## src/rtl/ervp_cache_access_merger.sv

```systemverilog
// rtl/ervp_cache_access_merger.sv - two-port access merger with in-order read reply routing
//
// Purpose:
//   Joins two single-beat access request ports onto one downstream port.
//   Conflicts are arbitrated round-robin. The port ID of each outstanding read
//   is held in a source-ID FIFO so that in-order replies return to their issuer.
//
// Configuration macro:
//   ERVP_CACHE_ACCESS_MERGER_FIXED_PRIORITY_EN
//     Defined:   port 0 always wins a conflict and no priority pointer exists.
//     Undefined: round-robin arbitration.
//
// Ports:
//   i_clk, i_rst          clock; synchronous active-high reset
//   i_clear               synchronous flush of the FIFO and the priority pointer
//   i_enable              0 blocks new grants; replies are still routed
//   o_busy                at least one read is outstanding
//   i/o_aN_rcq*           request port N (valid/ready, addr, write, wstrb, wdata)
//   o_aN_rcy*             reply port N (valid, rdata)
//   i/o_mem_scq*          merged downstream request port
//   i_mem_scy*            downstream reply port
module ervp_cache_access_merger #(
   parameter int BW_ADDR        = 32,
   parameter int BW_ACCESS      = 32,
   parameter int NUM_TXN_BUFFER = 4
) (
   input  logic                   i_clk,
   input  logic                   i_rst,
   input  logic                   i_clear,
   input  logic                   i_enable,
   output logic                   o_busy,
   output logic                   o_a0_rcqready,
   input  logic                   i_a0_rcqvalid,
   input  logic [BW_ADDR-1:0]     i_a0_rcqaddr,
   input  logic                   i_a0_rcqwrite,
   input  logic [BW_ACCESS/8-1:0] i_a0_rcqwstrb,
   input  logic [BW_ACCESS-1:0]   i_a0_rcqwdata,
   output logic                   o_a0_rcyvalid,
   output logic [BW_ACCESS-1:0]   o_a0_rcyrdata,
   output logic                   o_a1_rcqready,
   input  logic                   i_a1_rcqvalid,
   input  logic [BW_ADDR-1:0]     i_a1_rcqaddr,
   input  logic                   i_a1_rcqwrite,
   input  logic [BW_ACCESS/8-1:0] i_a1_rcqwstrb,
   input  logic [BW_ACCESS-1:0]   i_a1_rcqwdata,
   output logic                   o_a1_rcyvalid,
   output logic [BW_ACCESS-1:0]   o_a1_rcyrdata,
   input  logic                   i_mem_scqready,
   output logic                   o_mem_scqvalid,
   output logic [BW_ADDR-1:0]     o_mem_scqaddr,
   output logic                   o_mem_scqwrite,
   output logic [BW_ACCESS/8-1:0] o_mem_scqwstrb,
   output logic [BW_ACCESS-1:0]   o_mem_scqwdata,
   input  logic                   i_mem_scyvalid,
   input  logic [BW_ACCESS-1:0]   i_mem_scyrdata
);

   localparam int BW_PTR = (NUM_TXN_BUFFER > 1) ? $clog2(NUM_TXN_BUFFER) : 1;
   localparam int BW_CNT = $clog2(NUM_TXN_BUFFER + 1);
   localparam logic [BW_PTR-1:0] LAST_PTR = BW_PTR'(NUM_TXN_BUFFER - 1);
   localparam logic [BW_CNT-1:0] FULL_CNT = BW_CNT'(NUM_TXN_BUFFER);

   // one bit per entry: the port that issued the outstanding read
   logic [NUM_TXN_BUFFER-1:0] r_fifo;
   logic [BW_PTR-1:0]         r_rptr;
   logic [BW_PTR-1:0]         r_wptr;
   logic [BW_CNT-1:0]         r_count;

   logic w_empty, w_full;
   logic w_elig0, w_elig1, w_gnt0, w_gnt1, w_any;
   logic w_sel_write, w_accept, w_acc_read;
   logic w_instant, w_pop, w_push, w_rsp_port, w_rsp_valid;

   assign w_empty = (r_count == '0);
   assign w_full  = (r_count == FULL_CNT);

   // a full FIFO blocks reads even when a reply pops in the same cycle
   assign w_elig0 = i_a0_rcqvalid & i_enable & ~i_rst & (i_a0_rcqwrite | ~w_full);
   assign w_elig1 = i_a1_rcqvalid & i_enable & ~i_rst & (i_a1_rcqwrite | ~w_full);

`ifdef ERVP_CACHE_ACCESS_MERGER_FIXED_PRIORITY_EN
   assign w_gnt1 = w_elig1 & ~w_elig0;
`else
   logic r_prio;
   assign w_gnt1 = w_elig1 & (~w_elig0 | r_prio);
`endif
   assign w_gnt0 = w_elig0 & ~w_gnt1;
   assign w_any  = w_gnt0 | w_gnt1;

   assign o_mem_scqvalid = w_any;
   assign o_mem_scqaddr  = w_gnt1 ? i_a1_rcqaddr  : i_a0_rcqaddr;
   assign o_mem_scqwrite = w_gnt1 ? i_a1_rcqwrite : i_a0_rcqwrite;
   assign o_mem_scqwstrb = w_gnt1 ? i_a1_rcqwstrb : i_a0_rcqwstrb;
   assign o_mem_scqwdata = w_gnt1 ? i_a1_rcqwdata : i_a0_rcqwdata;
   assign w_sel_write    = o_mem_scqwrite;

   assign o_a0_rcqready = w_gnt0 & i_mem_scqready;
   assign o_a1_rcqready = w_gnt1 & i_mem_scqready;

   assign w_accept   = w_any & i_mem_scqready;
   assign w_acc_read = w_accept & ~w_sel_write;

   // reply arriving together with the first read of an idle merger belongs to
   // that read; it bypasses the FIFO entirely
   assign w_instant = w_empty & i_mem_scyvalid & w_acc_read;
   assign w_pop     = ~w_empty & i_mem_scyvalid & ~i_rst;
   assign w_push    = w_acc_read & ~w_instant;

   assign w_rsp_port  = w_empty ? w_gnt1 : r_fifo[r_rptr];
   assign w_rsp_valid = w_pop | w_instant;

   assign o_a0_rcyvalid = w_rsp_valid & ~w_rsp_port;
   assign o_a1_rcyvalid = w_rsp_valid & w_rsp_port;
   assign o_a0_rcyrdata = i_mem_scyrdata;
   assign o_a1_rcyrdata = i_mem_scyrdata;

   assign o_busy = ~w_empty;

   always_ff @(posedge i_clk) begin
      if (i_rst || i_clear) begin
         r_rptr  <= '0;
         r_wptr  <= '0;
         r_count <= '0;
      end else begin
         if (w_pop) begin
            r_rptr <= (r_rptr == LAST_PTR) ? '0 : r_rptr + 1'b1;
         end
         if (w_push) begin
            r_wptr <= (r_wptr == LAST_PTR) ? '0 : r_wptr + 1'b1;
         end
         case ({w_push, w_pop})
            2'b10:   r_count <= r_count + BW_CNT'(1);
            2'b01:   r_count <= r_count - BW_CNT'(1);
            default: r_count <= r_count;
         endcase
      end
   end

   // entry storage needs no reset: entries are only read while counted valid
   always_ff @(posedge i_clk) begin
      if (w_push) begin
         r_fifo[r_wptr] <= w_gnt1;
      end
   end

`ifndef ERVP_CACHE_ACCESS_MERGER_FIXED_PRIORITY_EN
   always_ff @(posedge i_clk) begin
      if (i_rst || i_clear) begin
         r_prio <= 1'b0;
      end else if (w_accept) begin
         r_prio <= ~w_gnt1;
      end
   end
`endif

endmodule
```

## config.mk

```make
export PLATFORM = sky130hd
export DESIGN_NAME = ervp_cache_access_merger
export DESIGN_NICKNAME = d
export VERILOG_FILES = /design/src/rtl/ervp_cache_access_merger.sv
export SDC_FILE = /design/constraint.sdc
export NUM_CORES = 1
export LEC_CHECK = 0
export BUFFER_PORTS_ARGS = -buffer_cell sky130_fd_sc_hd__buf_2
export CELL_PAD_IN_SITES_DETAIL_PLACEMENT = 1
export CELL_PAD_IN_SITES_GLOBAL_PLACEMENT = 2
export CORE_MARGIN = 3
export CORE_UTILIZATION = 10
export CTS_CLUSTER_SIZE = 28
export DETAILED_ROUTE_END_ITERATION = 16
export GPL_ROUTABILITY_DRIVEN = 0
export PLACE_DENSITY_LB_ADDON = 0.1
export SETUP_SLACK_MARGIN = 0.3
export SLEW_MARGIN = 30
export SYNTH_ARGS = -nofsm -noshare
export SYNTH_HDL_FRONTEND = slang
export SYNTH_SLANG_ARGS = --single-unit
export TNS_END_PERCENT = 20
```

## constraint.sdc

```tcl
create_clock -name i_clk -period 2.8 [get_ports i_clk]
set_clock_uncertainty 0.2 [all_clocks]
set_input_delay 0 -clock i_clk [delete_from_list [all_inputs] [get_ports i_clk]]
set_output_delay 0 -clock i_clk [all_outputs]
set_load 0.005 [all_outputs]
```

# == After elaboration in Yosys (flattened, before gate mapping) ==
# Index checks and enable logic that the tools add are counted.
# op_classes
addsub,4
order_cmp,3
n_eq_ne,5
n_mux,13
n_bitwise,32
reduce_logical,4
# op_table
op,n
32-bit two-way mux,2
1-bit AND,19
1-bit inverter,8
2-bit equality test (second input constant),3
2-bit by 3-bit < comparator with 1-bit output (second input constant),2
3-bit case mux with 2 select lines,1
1-bit OR,5
2-bit by 1-bit adder with 2-bit output (second input constant),2
4-bit bitwise mux,1
1-bit two-way mux,4
2-bit two-way mux,2
4-bit two-way mux,1
3-bit by 1-bit adder with 3-bit output (second input constant),1
3-bit equality test (second input constant),1
3-bit logical NOT,1
3-bit by 1-bit subtractor with 3-bit output (second input constant),1
1-bit binary-select mux with 2-bit select,1
1-bit demux with 2-bit select,1
2-bit by 1-bit equality test with 1-bit output (second input constant),1
2-bit by 1-bit >= comparator with 1-bit output (second input constant),1
2-bit nonzero test,1
1-bit logical AND,1
1-bit logical OR,1
# totals
reg_bits,12
in_bits,178
output_inout_bits,139
wordCells,66

# == Longest topological paths before layout ==
# logic_depth
word_depth,17
depth_mapped,12
ltp_nobuf,11

# == Worst setup path before layout ==
# OpenSTA, ideal clock, no wires.
# synth_timing
path_type,flip-flop to flip-flop
from,reg r_count[1]
to,reg r_count[2]
setup_time_ps,70
arrival_time_ps,2575
t_required_ps,2530
path_slack_ps,-46
stages_incl_launch_ff,13
path_buffers,1
synth_period_minus_slack_ps,2846
path_cell_list,dfxtp_1 or3b_1 o211ai_2 a221oi_1 and3_1 buf_6 inv_1 ha_1 inv_1 fa_1 xor2_1 or3_1 a21oi_1
# synth_via
elab_chain_cells,17
elab_cells_between_ends,30
classes_between,2 x add/sub; 3 x eq/ne; 2 x mux; 21 x bitwise; 2 x reduce/logical
# synth_lines
item,line,rtl
start: declaration,67,logic [BW_CNT-1:0] r_count;
start signal: assignment,132,2'b10: r_count <= r_count + BW_CNT'(1);
start signal: assignment,133,2'b01: r_count <= r_count - BW_CNT'(1);
start signal: assignment,134,default: r_count <= r_count;
3-bit equality test,75,assign w_full = (r_count == FULL_CNT);
1-bit inverter,"78, 79",
1-bit OR,78,assign w_elig0 = i_a0_rcqvalid & i_enable & ~i_rst & (i_a0_rcqwrite | ~w_full);
1-bit AND,78,
1-bit inverter,85,assign w_gnt1 = w_elig1 & (~w_elig0 | r_prio);
1-bit OR,85,
1-bit AND,85,
1-bit inverter,87,assign w_gnt0 = w_elig0 & ~w_gnt1;
1-bit AND,87,
1-bit OR,88,assign w_any = w_gnt0 | w_gnt1;
1-bit AND,100,assign w_accept = w_any & i_mem_scqready;
1-bit AND,101,assign w_acc_read = w_accept & ~w_sel_write;
1-bit AND,105,assign w_instant = w_empty & i_mem_scyvalid & w_acc_read;
1-bit inverter,107,assign w_push = w_acc_read & ~w_instant;
1-bit AND,107,
2-bit by 1-bit equality test with 1-bit output or 2-bit equality test (tied branches),131,"case ({w_push, w_pop})"
3-bit case mux with 2 select lines or 2-bit nonzero test (tied branches),--,
# Several ways; a longest one is shown, not always the timed one.
# A chain may end at the register's enable or synchronous reset.

# == Worst setup path after layout ==
# layout_timing
from,reg r_count[0]
to,reg r_count[2]
# The elaborated chain is that of the path after synthesis.

==> results by group <==
Global routing
  • Number of global-route vias before repair: 3127
  • First-pass GRT wire length: 17.37 mm
  • GR met2 Demand/Resource: 16.81%
  • Antenna violations before repair: 1
  • GRT Total Usage: 9.082%
  • Largest net degree at the start of global routing: 70
  • Grt met1 use: 10.47%
  • GR Overflow Total: 0
  • Met3 Use GR: 2.617%
  • GR peak layer: met2

Synth
  • Area leader, netlist: nand2_1
  • Synthesized area per cell: 5.753 um^2
  • Post-Syn Area: 0.002135 mm^2
  • Post-synth ARST share: 0%
  • Synth top area share: 37.46%
  • Seq/Total Area, Yosys: 13.13%
  • Post-Syn Instances: 371
  • Syn. warnings: 0
  • Mapped Nets: 556
  • Register bit total from synthesis: 12
  • Post-synth EDFFs: 4
  • Top-count cell post-synth: nand2_1
  • Main area contributors after synthesis: nand2_1, buf_4, dfxtp_1
  • Top_reg_cell synth: dfxtp_1
  • Library cells used by synthesis: 41
  • Post-synth top cells: nand2_1, buf_4, nor2_1, dfxtp_1, inv_1

Timing
  • Final max-slew violation count: 0
  • Fin crit share: 98.93%
  • Post-route worst setup slack: 30.08 ps
  • Setup TNS: 0 ps
  • RSZ-0062 raised after global routing: yes
  • Setup Viol. Count Final: 0
  • Fmax achieved: 361.0 MHz
  • Slew headroom: 70.38%
  • Hold Violations, Final: 0
  • Worst hold slack: 15.15 ps
  • Least-Margin Pin Slew: 438.0 ps
  • Fin crit period: 2770 ps

Power
  • Pleak: 2.046 nW
  • Power, Total: 0.8449 mW
  • Pwr/cell area: 230.5 mW/mm^2
  • Peak supply drop: 0.2073 mV

Clock network
  • Clk pin slew, worst setup/hold paths: 50 ps
  • CTS sink cnt: 12
  • Max clock buf depth: 2
  • Clk Latency, worst-skew pair: 240 ps
  • Clock root buffer: clkbuf_16
  • H-tree levels: 1
  • TritonCTS Buffers: 3
  • CTS tree: yes

Floorplan
  • Core Region: 0.02062 mm^2
  • I/O pin cnt: 317
  • # rows: 52
  • Die Span Y: 152.1 um
  • Die Span X: 152.1 um
  • Initial Utilization: 10.35%
  • Die ar.: 0.02313 mm^2

Job
  • Maxcap violations: 0

Routing
  • Iteration count of the initial detailed-routing pass: 4
  • Routed vias: 2918
  • Drt total wl: 11.19 mm
  • Wire per inst: 13.37 um
  • DRT iter0 DRCs: 102
  • Post-route ant nets: 0
  • DRC: 0
  • Vias per Instance: 3.486

Place
  • Number of port buffers: 220
  • Place WS: -26.85 ps
  • HPWL after DPL: 8.792 mm
  • Placed cell area: 0.003147 mm^2

Setup path
  • Setup crit start kind: register
  • Max FO, Critical Path: 4
  • Crit path DAT: 2740 ps
  • FF-to-FF setup slack: 30 ps
  • WS Path Type: register to register
  • Crit. End Element: register
  • Req. time, crit path: 2770 ps

Layout
  • Final-stage net count: 752
  • Area growth syn-to-layout: 71.69%
  • Layout cells sized above 1: 47.00%
  • Final Cell Area: 0.003665 mm^2

Status
  • Status: finished, final reports clean

Min path
  • Worst Hold Class: input pin to register
-- sequential cells by signal, indices dropped and copies added, names as in the netlist --
signal   count
r_rptr       2
r_fifo       4
r_prio       1
r_count      3
r_wptr       2
-- report_power, final --
group	switching [mW]	leakage [nW]	internal (mW)
Combinational	0.187	1.90	0.208
Sequential	0.000546	0.103	0.180
Clock	0.0807	0.0385	0.189
-- cell type report --
cell class / instances / area, um^2
clock inverters: 1 / 3.754
flip-flops and latches: 12 / 285.3
repair buffers: 271 / 1594
multi-input cells: 270 / 1328
well taps: 270 / 337.8
clock buffers: 3 / 75.07
diodes: 1 / 2.502
inverters: 9 / 38.79
fillers: 2619 / 16960
-- stage by stage --
stage / util, % / std cells
after global routing: 17.77 / 837
final: 17.77 / 837
after CTS: 17.62 / 835
after global placement: 15.26 / 794
after floorplan: - / 371
after detailed placement: 15.26 / 794
-- kinds of logic (layout without fill, tap and decap cells) --
logic type	after synthesis	count (layout)	share of synthesized area [%]
adder cells (fa/ha/maj)	7	7	4.455
other	0	1	0
AO/OA/AOI/OAI	14	14	5.393
XOR/XNOR	2	2	0.8208
flip-flops	12	12	13.13
buffers and inverters	89	284	28.02
AND/OR/NAND/NOR	245	245	46.66
multiplexers	2	2	1.524
-- worst max-delay path, cell delays in order, from the launching register on --
cell      delay, ps
dfxtp_4         340
or3b_4          420
o211ai_4        260
o21ai_2         100
and3_4          190
inv_4            50
ha_4            120
inv_2            40
fa_2            350
xor2_1          160
or3_1           330
a21oi_2         140
-- path summary, 6_finish.rpt --
check,from,end,cells past startpoint
setup / recovery,r_count[0],r_count[2],11
hold / removal,i_rst,r_prio,3
setup reg to reg,r_count[0],r_count[2],11
hold reg to reg,r_wptr[1],r_wptr[1],2
-- cell usage in the layout, fill, tap and decap left out, types with 2 or more instances in the layout --
cell type,n
a21oi_1,3
a21oi_2,2
and2_1,4
buf_12,2
buf_2,220
buf_4,15
clkbuf_16,3
dfxtp_1,6
dlygate4sd3_1,34
edfxtp_1,4
ha_1,5
inv_1,6
inv_4,2
nand2_1,212
nand3_2,2
nor2_1,9
nor2b_1,2
nor3_1,3
xor2_1,2
-- layer usage --
layer / routed length [um] / share of wire [%]
met2: 5681 / 51
met1: 4438 / 40
met3: 957 / 8.6
met5: 0 / 0
met4: 112 / 1.0
-- repair_timing --
action | in CTS | in global routing
hold buffers | 34 | 0
hold endpoints to repair | 67 | 0
endpoints found under the setup margin | 2 | 4
buffers inserted | 3 | 1
pin swaps | 4 | 2
gates resized for setup | 11 | 6
No activity file was read; power rests on OpenSTA's default activity.
